**src/rtl/parity_gen.sv**
```systemverilog
`default_nettype none
// ============================================================================
// Module      : parity_gen
// Description : UART transmit parity-bit generator. Reduces one data word to
//               its parity bit according to a 2-bit mode select, and presents
//               the result from a single output flop for the TX framer.
// Revision    : 1.0 - initial release
// ============================================================================
module parity_gen #(
  parameter int DATA_WIDTH = 8
) (
  input  logic                  clock,
  input  logic                  reset,
  input  logic [DATA_WIDTH-1:0] data_in,
  input  logic [1:0]            parity_type,
  output logic                  parity_bit
);

  // Mode encodings; 2'b00 and 2'b11 both mean "no parity".
  localparam logic [1:0] MODE_ODD  = 2'b01;
  localparam logic [1:0] MODE_EVEN = 2'b10;

  // Idle/mark level, used both in reset and for the no-parity modes so the
  // framer sends a harmless stop-like bit if it inserts the slot anyway.
  localparam logic MARK_LEVEL = 1'b1;

  logic data_xor;
  logic parity_d;
  logic parity_q;

  // XOR-reduce the word: 1 when the number of ones is odd. For a one-bit
  // word this is simply data_in[0].
  always_comb begin
    data_xor = ^data_in;
  end

  // Select the next parity value from the mode; mark level by default.
  always_comb begin
    parity_d = MARK_LEVEL;
    case (parity_type)
      MODE_ODD:  parity_d = ~data_xor;
      MODE_EVEN: parity_d = data_xor;
      default:   parity_d = MARK_LEVEL;
    endcase
  end

  // Output register; reset forces mark level immediately and drops any
  // value that was about to be captured.
  always_ff @(posedge clock or posedge reset) begin
    if (reset) begin
      parity_q <= MARK_LEVEL;
    end else begin
      parity_q <= parity_d;
    end
  end

  assign parity_bit = parity_q;

endmodule
`default_nettype wire

```
**config.mk**
```make
export PLATFORM = sky130hd
export DESIGN_NAME = parity_gen
export DESIGN_NICKNAME = d
export VERILOG_FILES = /design/src/rtl/parity_gen.sv
export SDC_FILE = /design/constraint.sdc
export NUM_CORES = 1
export LEC_CHECK = 0
export ABC_AREA = 1
export BUFFER_PORTS_ARGS = -buffer_cell sky130_fd_sc_hd__clkbuf_2
export CORE_AREA = 2 2 39 41
export CTS_CLUSTER_SIZE = 14
export DETAILED_ROUTE_END_ITERATION = 8
export DIE_AREA = 0 0 41 43
export PLACE_DENSITY_LB_ADDON = 0.15
export SYNTH_ARGS = -nofsm -noshare
export SYNTH_HDL_FRONTEND = slang
export SYNTH_SLANG_ARGS = --single-unit
```
**constraint.sdc**
```tcl
create_clock -name clock -period 0.9 [get_ports clock]
set_clock_uncertainty 0.15 [all_clocks]
set_input_delay 0.045 -clock clock [delete_from_list [all_inputs] [get_ports clock]]
set_output_delay 0.045 -clock clock [all_outputs]
set_load 0.02 [all_outputs]
```
==> flow_metrics.tcl <==
set metrics [dict create \
    die_y_um 43 \
    cp-startpoint "data_in[3]" \
    core_area_mm2 0.00138 \
    slowest_delay_ns 0.10 \
    vias 341 \
    antenna_found_initial 0 \
    grt_usage_pct 4.90 \
    grt_pass1_vias 206 \
    viasPerCell 3.97 \
    ys_seq_area_share_pct 10.0 \
    synth-seq-cells 1 \
    hp-class "in -> reg" \
    dp_worst_setup_slack_ns 0.00587 \
    tns_ns 0 \
    finalSetupViolations 0 \
    drive_above_1_share_pct 51.4 \
    first_pass_iters 2 \
    worstPathArrival_ns 0.66 \
    outcome "completed" \
    worst_path_max_delay_cell "buf_6" \
    slew_viol_final 0 \
    fin_util_pct 32.4 \
    async_flop_share_pct 100 \
    postLayoutSetupSlackWorst_ns 0.0229 \
    crit_chain "buf_6, inv_2, nand2_1, nand2_1, nand2_1, nand2_1, nand2_2, nand2_1, nand2_1, nand3_1" \
    num-fill-cells 165 \
    period_minus_slack_ns 0.877 \
    post_cts_buffers 0 \
    antenna-diode-count 0 \
    wirelength_um 559 \
    crit_family "simple AND/OR/NAND/NOR gates" \
    die_w_um 41 \
    final_nets 86 \
    ios 13 \
    ys_warn_count 0 \
    yosysMostFrequentCell "nand2_1" \
    grt_pass1_wl_um 669 \
    leakage_nw 0.275 \
    p_total_mw 0.251 \
    die-area_mm2 0.00176 \
    endpoint_kind "flip-flop" \
    synth_fp_nets 71 \
    drt_iter0_drc 2 \
    synth_cells 57 \
    startpoint_type "primary input" \
    worst_pin_slew_ns 0.116 \
    multi_input_area_um2 225 \
    start_util_pct 18.9 \
    ir_drop_mv 0.148 \
    yosys-top-cells-area "nand2_1, inv_1, dfstp_2" \
    critPathRequiredTime_ns 0.69 \
    cap_violations 0 \
    path_depth 10 \
    period_share_pct 97.5 \
    synth_edf_count 0 \
    cp_num_buf_inv 2 \
    grt-ovfl-total 0 \
    synth.cell_area_um2 262 \
    largest_register_ff_count 1 \
    synth_top_area_share_pct 54.5 \
    whs_ns 0.240 \
    crit_path_end "parity_bit$_DFF_PP1_" \
    fmax_mhz 1140 \
    remaining_drc_errors 0 \
    antenna_left 0 \
    wl_per_cell_um 6.50 \
    synthTopCellsByCount "nand2_1, inv_1" \
    register_area_um2 26.3 \
    synth_area_per_cell_um2 4.59 \
    rsz0062_at_grt "true" \
    path_common_cell "nand2_1" \
    gp_congestion 0.614 \
    relSlewSlack_pct 92.3 \
    finalHoldViolCount 0 \
    cp_max_fo 3 \
    synth.distinct_cells 7 \
    grt_max_degree 4 \
    io_buffers 12 \
    area_growth_pct 71.3 \
    synth_ff_type "dfstp_2" \
    cts.clk_slew.worst_paths_ns 0 \
    hpwl_um 441 \
    yosysTopAreaCell "nand2_1" \
    power_density_mw_per_mm2 559 \
    criticalPathCategory "in -> reg" \
    rows 14 \
]
[tightest hold or removal path, stage by stage]
cell	delay, ns
clkbuf_2	0.09
ha_1	0.11
inv_1	0.03
nand3_1	0.07
[logic make-up after synthesis]
logic type,after synthesis,synth area share (%)
adders and majority gates,2,9.57
buffers and inverters,12,17.2
and+or+nand+nor,42,63.2
DFF,1,10.0
[power breakdown]
| part | internal [mW] | switching, mW |
|---|---|---|
| clock network | 0 | 0 |
| registers | 0.0555 | 0.00144 |
| logic | 0.0934 | 0.100 |
| total | 0.149 | 0.102 |
[stage by stage]
stage          area [um^2]  cells
2_1_floorplan          262     57
3_3_place_gp           342     85
3_5_place_dp           342     85
4_1_cts                352     86
5_1_grt                448     86
6_report               448     86
[metal layers]
layer  track usage (%)  share of wire, %  up-vias
li1                  -                 -      189
met1              6.69                40      148
met2              8.75                58        4
met3                 0               1.3        0
met4                 0                 0        0
met5                 0                 0        -
[layout make-up]
type,instances,area share (%)
inverter,12,11.7
sequential,1,5.87
timing repair buffer,13,27.7
tap,16,4.47
multi-input combinational,44,50.3
[cell usage in the layout, fill, tap and decap left out]
| master | n |
|---|---|
| buf_6 | 7 |
| inv_1 | 4 |
| nand3_1 | 1 |
| nand3_2 | 1 |
| buf_8 | 1 |
| dfstp_2 | 1 |
| inv_4 | 3 |
| ha_1 | 2 |
| nand2_2 | 14 |
| clkbuf_2 | 4 |
| nand2_1 | 26 |
| dlygate4sd3_1 | 1 |
| inv_2 | 5 |
[worst min-delay path by stage]
stage,to,slack (ns),depth (start not counted),from
6_report,parity_bit$_DFF_PP1_,0.24,4,parity_type[1]
5_1_grt,parity_bit$_DFF_PP1_,0.27,4,parity_type[1]
4_1_cts,parity_bit$_DFF_PP1_,0.24,4,parity_type[1]
3_5_place_dp,parity_bit$_DFF_PP1_,-0.12,2,reset
3_3_place_gp,parity_bit$_DFF_PP1_,-0.13,2,reset
2_1_floorplan,parity_bit$_DFF_PP1_,-0.22,1,reset
[what timing repair did]
item                                    CTS  global route
hold buffers                              1             0
hold endpoints to repair                  1             0
endpoints found under the setup margin    0             1
resized for setup                         0            41
Note: power is estimated with default switching activity, not from simulation.
